File: src/rtl/data_bus_bridge_pkg.sv
// bridge_pkg: shared constants and types for the data-side bus bridge.
// Holds the IO register offsets, the STATUS word layout and the posted-write entry type.
// No logic of its own; the status_word helper is a pure function.
package bridge_pkg;

  localparam int IO_AW_DEF = 12;

  // IO register offsets within the IO region
  localparam logic [11:0] STATUS_OFF  = 12'hFFC;
  localparam logic [11:0] PUSHCNT_OFF = 12'hFF4;
  localparam logic [11:0] DROPCNT_OFF = 12'hFF8;

  // STATUS word bit positions
  localparam int ST_EMPTY_BIT = 0;
  localparam int ST_FULL_BIT  = 1;
  localparam int ST_CNT_LSB   = 8;
  localparam int ST_CNT_W     = 8;
  localparam int ST_OVF_BIT   = 31;

  // One posted IO write: offset in the upper bits, store data in the lower 32
  typedef struct packed {
    logic [IO_AW_DEF-1:0] addr;
    logic [31:0]          data;
  } io_entry_t;

  // Assemble the STATUS read value; every unused bit reads 0
  function automatic logic [31:0] status_word(input logic empty, input logic full,
                                              input logic [ST_CNT_W-1:0] cnt,
                                              input logic ovf);
    logic [31:0] w;
    w = 32'h0;
    w[ST_EMPTY_BIT] = empty;
    w[ST_FULL_BIT]  = full;
    w[ST_CNT_LSB +: ST_CNT_W] = cnt;
    w[ST_OVF_BIT]   = ovf;
    return w;
  endfunction

endpackage

File: src/rtl/data_bus_bridge_sync_fifo.sv
// sync_fifo: generic registered FIFO with explicit occupancy counter.
// Latency: a push is visible at dout_o/!empty_o one cycle after the edge it is written.
// Backpressure: push while full is refused unless a pop happens in the same cycle.
module sync_fifo #(
  parameter int W     = 44,
  parameter int DEPTH = 4
) (
  input  logic                         clk,
  input  logic                         reset,
  input  logic                         push_i,
  input  logic [W-1:0]                 din_i,
  input  logic                         pop_i,
  output logic [W-1:0]                 dout_o,
  output logic                         full_o,
  output logic                         empty_o,
  output logic [$clog2(DEPTH+1)-1:0]   count_o,
  output logic                         push_ok_o
);

  localparam int AW = (DEPTH > 1) ? $clog2(DEPTH) : 1;
  localparam int CW = $clog2(DEPTH + 1);

  logic [W-1:0]  mem_q [DEPTH];
  logic [AW-1:0] wr_q, wr_d, rd_q, rd_d;
  logic [CW-1:0] cnt_q, cnt_d;
  logic          do_push, do_pop;

  assign empty_o   = (cnt_q == '0);
  assign full_o    = (cnt_q == CW'(DEPTH));
  assign do_pop    = pop_i & ~empty_o;
  // A pop in the same cycle frees the slot, so a full FIFO can still accept
  assign do_push   = push_i & (~full_o | do_pop);
  assign push_ok_o = do_push;
  assign count_o   = cnt_q;
  assign dout_o    = mem_q[rd_q];

  // Next-state for pointers (wrap by power-of-2 overflow) and occupancy
  always_comb begin
    wr_d  = wr_q;
    rd_d  = rd_q;
    cnt_d = cnt_q;
    if (do_push) wr_d = wr_q + AW'(1);
    if (do_pop)  rd_d = rd_q + AW'(1);
    case ({do_push, do_pop})
      2'b10:   cnt_d = cnt_q + CW'(1);
      2'b01:   cnt_d = cnt_q - CW'(1);
      default: cnt_d = cnt_q;
    endcase
  end

  // Pointer and counter registers
  always_ff @(posedge clk) begin
    if (reset) begin
      wr_q  <= '0;
      rd_q  <= '0;
      cnt_q <= '0;
    end else begin
      wr_q  <= wr_d;
      rd_q  <= rd_d;
      cnt_q <= cnt_d;
    end
  end

  // Entry storage; contents are don't-care while empty so no reset needed
  always_ff @(posedge clk) begin
    if (do_push) mem_q[wr_q] <= din_i;
  end

endmodule

File: src/rtl/data_bus_bridge.sv
// data_bus_bridge: routes core data accesses to RAM or posts IO stores into a drain FIFO.
// Latency: RAM path and ReadData combinational; posted IO write appears on io_valid 1 cycle later.
// Backpressure: none toward the core; IO stores hitting a full FIFO are dropped and set irq_overflow.
// Build option DATA_BUS_BRIDGE_STATS_EN adds push/drop counters at offsets 0xFF4/0xFF8.
module data_bus_bridge
  import bridge_pkg::*;
#(
  parameter int         FIFO_DEPTH = 4,
  parameter logic [3:0] IO_REGION  = 4'hF,
  parameter int         IO_AW      = 12
) (
  input  logic             clk,
  input  logic             reset,
  input  logic [31:0]      Address,
  input  logic [31:0]      WriteData,
  input  logic             MemWrite,
  output logic [31:0]      ReadData,
  output logic [31:0]      ram_addr,
  output logic [31:0]      ram_wdata,
  output logic             ram_we,
  input  logic [31:0]      ram_rdata,
  output logic             io_valid,
  input  logic             io_ready,
  output logic [IO_AW-1:0] io_addr,
  output logic [31:0]      io_wdata,
  output logic             irq_overflow
);

  localparam int CW = $clog2(FIFO_DEPTH + 1);
  localparam int EW = IO_AW + 32;

  logic             is_io, hit_status, hit_stats;
  logic [IO_AW-1:0] off;
  logic             push_req, push_ok, drop, status_clr;
  logic             fifo_full, fifo_empty;
  logic [CW-1:0]    fifo_cnt;
  logic [EW-1:0]    fifo_dout;
  logic             ovf_q, ovf_d;

  assign is_io      = (Address[31:28] == IO_REGION);
  assign off        = Address[IO_AW-1:0];
  assign hit_status = (off == IO_AW'(STATUS_OFF));

`ifdef DATA_BUS_BRIDGE_STATS_EN
  assign hit_stats  = (off == IO_AW'(PUSHCNT_OFF)) | (off == IO_AW'(DROPCNT_OFF));
`else
  assign hit_stats  = 1'b0;
`endif

  // RAM side is a straight pass-through gated only by region
  assign ram_addr   = Address;
  assign ram_wdata  = WriteData;
  assign ram_we     = MemWrite & ~is_io;

  assign push_req   = MemWrite & is_io & ~hit_status & ~hit_stats;
  assign drop       = push_req & ~push_ok;
  assign status_clr = MemWrite & is_io & hit_status & WriteData[31];

  // Entry layout matches io_entry_t: offset above data
  sync_fifo #(.W(EW), .DEPTH(FIFO_DEPTH)) u_fifo (
    .clk       (clk),
    .reset     (reset),
    .push_i    (push_req),
    .din_i     ({off, WriteData}),
    .pop_i     (io_ready),
    .dout_o    (fifo_dout),
    .full_o    (fifo_full),
    .empty_o   (fifo_empty),
    .count_o   (fifo_cnt),
    .push_ok_o (push_ok)
  );

  assign io_valid     = ~fifo_empty;
  assign io_addr      = fifo_dout[EW-1:32];
  assign io_wdata     = fifo_dout[31:0];
  assign irq_overflow = ovf_q;

  // Sticky overflow: a drop in the same cycle as a clear keeps it set
  always_comb begin
    ovf_d = ovf_q;
    if (drop)            ovf_d = 1'b1;
    else if (status_clr) ovf_d = 1'b0;
  end

  // Overflow register
  always_ff @(posedge clk) begin
    if (reset) ovf_q <= 1'b0;
    else       ovf_q <= ovf_d;
  end

`ifdef DATA_BUS_BRIDGE_STATS_EN
  logic [31:0] push_cnt_q, push_cnt_d, drop_cnt_q, drop_cnt_d;
  logic        stats_clr;

  assign stats_clr = MemWrite & is_io & hit_stats;

  // Wrapping event counters; a store to either counter offset zeroes both
  always_comb begin
    push_cnt_d = push_cnt_q + {31'b0, push_ok};
    drop_cnt_d = drop_cnt_q + {31'b0, drop};
    if (stats_clr) begin
      push_cnt_d = 32'h0;
      drop_cnt_d = 32'h0;
    end
  end

  // Counter registers
  always_ff @(posedge clk) begin
    if (reset) begin
      push_cnt_q <= 32'h0;
      drop_cnt_q <= 32'h0;
    end else begin
      push_cnt_q <= push_cnt_d;
      drop_cnt_q <= drop_cnt_d;
    end
  end
`endif

  // Load mux: RAM data, STATUS, optional counters, otherwise zero
  always_comb begin
    ReadData = 32'h0;
    if (!is_io) begin
      ReadData = ram_rdata;
    end else if (hit_status) begin
      ReadData = status_word(fifo_empty, fifo_full, ST_CNT_W'(fifo_cnt), ovf_q);
`ifdef DATA_BUS_BRIDGE_STATS_EN
    end else if (off == IO_AW'(PUSHCNT_OFF)) begin
      ReadData = push_cnt_q;
    end else if (off == IO_AW'(DROPCNT_OFF)) begin
      ReadData = drop_cnt_q;
`endif
    end
  end

endmodule
File: config.mk
export PLATFORM = sky130hd
export DESIGN_NAME = data_bus_bridge
export DESIGN_NICKNAME = d
export VERILOG_FILES = /design/src/rtl/data_bus_bridge_pkg.sv /design/src/rtl/data_bus_bridge_sync_fifo.sv /design/src/rtl/data_bus_bridge.sv
export SDC_FILE = /design/constraint.sdc
export NUM_CORES = 1
export LEC_CHECK = 0
export ABC_AREA = 1
export CAP_MARGIN = 10
export CORE_MARGIN = 3
export CORE_UTILIZATION = 51
export DETAILED_ROUTE_END_ITERATION = 16
export PLACE_DENSITY = 0.86
export SYNTH_ARGS = -nofsm -noshare
export SYNTH_HDL_FRONTEND = slang
export SYNTH_SLANG_ARGS = --single-unit
File: constraint.sdc
create_clock -name clk -period 5.9 [get_ports clk]
set_input_delay 1.18 -clock clk [delete_from_list [all_inputs] [get_ports clk]]
set_output_delay 1.18 -clock clk [all_outputs]
set_load 0.02 [all_outputs]
==> impl_metrics.json <==
{
  "crit_fanout": 11,
  "postPlaceCellArea_mm2": 0.00973,
  "gp_congestion": 0.790,
  "seqCellArea_mm2": 0.00549,
  "htreeDepth": 4,
  "antenna_left": 0,
  "fin_skew_ns": 0.00929,
  "final_nets": 893,
  "fin_crit_sh": 0.764,
  "worstMarginPinSlew_ns": 0.999,
  "synth.distinct_cells": 31,
  "synthArstFlopShare": 0,
  "synth_most_common_cell": "edfxtp_1",
  "worstPathCellList": "clkdlybuf4s50_1 > nand2_1 > nor2_1 > nand3_2 > o31ai_1 > clkdlybuf4s50_1",
  "drv_cap": 0,
  "clock-sinks": 186,
  "slowest_delay_ns": 0.67,
  "netlist.area_leader.share": 0.664,
  "cts-buffers-inserted": 17,
  "firstDrtPassIters": 4,
  "synth_seq_area_share": 0.689,
  "boundaryPins": 243,
  "cts_tree": "yes",
  "cp_data_arrival_time_ns": 3.33,
  "critPathMostFrequentCell": "clkdlybuf4s50_1",
  "grt_pass1_wl_um": 26100,
  "clock.fmax_ghz": 0.222,
  "path_delay_family": "buffers and inverters",
  "path_clk_slew_ns": 0.07,
  "overflow": 0,
  "wl_um": 16900,
  "peakVddDrop_uv": 209,
  "hp-class": "register to register",
  "fin_crit_ns": 4.51,
  "pwr_density_cell_mw_per_mm2": 279,
  "io_buffers": 210,
  "die_y_um": 131,
  "fin_cells": 1011,
  "drc": 0,
  "synth_seq_cells": 186,
  "multi_input_area_mm2": 0.00165,
  "postCtsSetupRepairBufs": 0,
  "slew-limit-headroom": 0.333,
  "slew_viol_final": 0,
  "clock_latency_ns": 0.43,
  "grt_max_degree": 89,
  "syn2layout_area_growth_pct": 29.6,
  "syn_nets": 754,
  "reg2reg_depth": 5,
  "yosysWarningCount": 0,
  "cts_resized": 0,
  "crit_cells": 6,
  "path_buf_inv": 2,
  "synth_top_area_cell": "edfxtp_1",
  "status": "completed",
  "synth_edf_count": 176,
  "dp_slack_ns": 1.40,
  "drive_gt1_frac": 0.0738,
  "dieArea_mm2": 0.0171,
  "vias": 5215,
  "antenna_found_initial": 0,
  "rsz0062_at_grt": "no",
  "ys_dominant_reg_cell": "edfxtp_1",
  "worstPathRequired_ns": 4.72,
  "hold_depth": 2,
  "die_width_um": 131,
  "setup_viol": 0,
  "num-fill-cells": 1088,
  "critPathKind": "input pin to output pin",
  "setup_tns_ns": 0,
  "dp.cells": 979,
  "first_iter_violations": 361,
  "layout_setup_ws_ns": 1.39,
  "netlist_top_cells_area": "edfxtp_1 (66%), buf_4 (6.1%), nor2_1 (5.9%)",
  "start_util": 0.522,
  "core_region_area_mm2": 0.0153,
  "rows": 45,
  "fin_total_pwr_mw": 2.88,
  "post-dp-hpwl_um": 10800,
  "num_antenna_cells": 0,
  "routedWlPerCell_um": 16.7,
  "worstSetupStartpointType": "input pin",
  "crit_path_end_kind": "output pin",
  "worst_path_max_delay_cell": "clkdlybuf4s50_1",
  "syn_area_mm2": 0.00796,
  "syn_inst": 648,
  "vias_per_cell": 5.16,
  "grtUsageTotal": 0.202,
  "cts_root_buf": "clkbuf_16",
  "total_leakage_power_nw": 3.61,
  "cts_hold_buf": 0,
  "synth_top_cells_by_count": "edfxtp_1 (176), nor2_1 (125), o21ai_0 (85)",
  "clockBufferDepth": 2,
  "stdcell_area_mm2": 0.0103,
  "hold_viol": 0,
  "grt_pass1_vias": 5110,
  "syn_area_per_cell_um2": 12.3
}
kinds of logic after synthesis:
| kind of cell | Yosys count | share of synthesized area |
|---|---|---|
| buffers and inverters | 145 | 0.108 |
| adders and majority gates | 6 | 0.0104 |
| AOI/OAI and AO/OA | 153 | 0.107 |
| DFF | 186 | 0.689 |
| and+or+nand+nor | 158 | 0.0858 |
final timing paths:
path / to / slack (ns) / start
worst max-delay path: ReadData[1] / 1.39 / Address[3]
worst min-delay path: register / 0.45 / u_fifo.rd_q[1]
worst max register to register: u_fifo.mem_q[3][36] / 3.62 / u_fifo.count_o[1]
worst min register to register: register / 0.45 / u_fifo.rd_q[1]
stage by stage:
stage                util  hold slack, ns
floorplan               -           0.442
CTS                 0.676           0.455
global placement    0.637           0.442
detailed placement  0.637           0.453
finish              0.676           0.454
global route        0.676           0.483
cell type report:
cell class              instances  area share
multi-input cells             317       0.159
clock inverters                15      0.0162
flip-flops and latches        186       0.532
repair buffers                215       0.207
well taps                     211      0.0256
clock buffers                  17      0.0412
inverters                      50      0.0184
power by group:
| part | total, mW | switching (mW) | internal [mW] |
|---|---|---|---|
| registers | 1.45 | 0.00572 | 1.45 |
| clock network | 1.13 | 0.524 | 0.606 |
| logic | 0.301 | 0.154 | 0.147 |
| total | 2.88 | 0.684 | 2.20 |
state kept, by name (all words and copies together), names as in the netlist, named ones only:
signal / flops
u_fifo.mem_q: 176
irq_overflow: 1
u_fifo.wr_q: 2
u_fifo.count_o: 3
u_fifo.rd_q: 2
worst register-to-register path, stage by stage, from the launching register on:
cell and delay [ns]:
dfxtp_1 0.40, nor2_4 0.08, nand3_4 0.09, nand3_4 0.17
nor2_4 0.81, buf_4 0.42
placed cells by master, fill, tap and decap left out, drive strengths merged, types with 2 or more instances in the layout:
| cell type | instances |
|---|---|
| edfxtp | 176 |
| nand4 | 2 |
| nand3 | 4 |
| o21ai | 93 |
| clkbuf | 17 |
| dfxtp | 10 |
| clkdlybuf4s50 | 210 |
| o22ai | 44 |
| buf | 5 |
| inv | 60 |
| clkinv | 3 |
| nor2 | 129 |
| a21oi | 9 |
| nand2 | 22 |
| o31ai | 6 |
| ha | 5 |
per-layer routing:
layer	vias to the layer above	GRT usage	wire length, um	part of all wire
met5	-	0	0	0
met2	197	0.357	9050	0.53
li1	2511	-	-	-
met3	18	0.0618	1170	0.069
met4	0	0.0599	184	0.011
met1	2489	0.236	6520	0.39
Power figures use the tool's default switching activity.
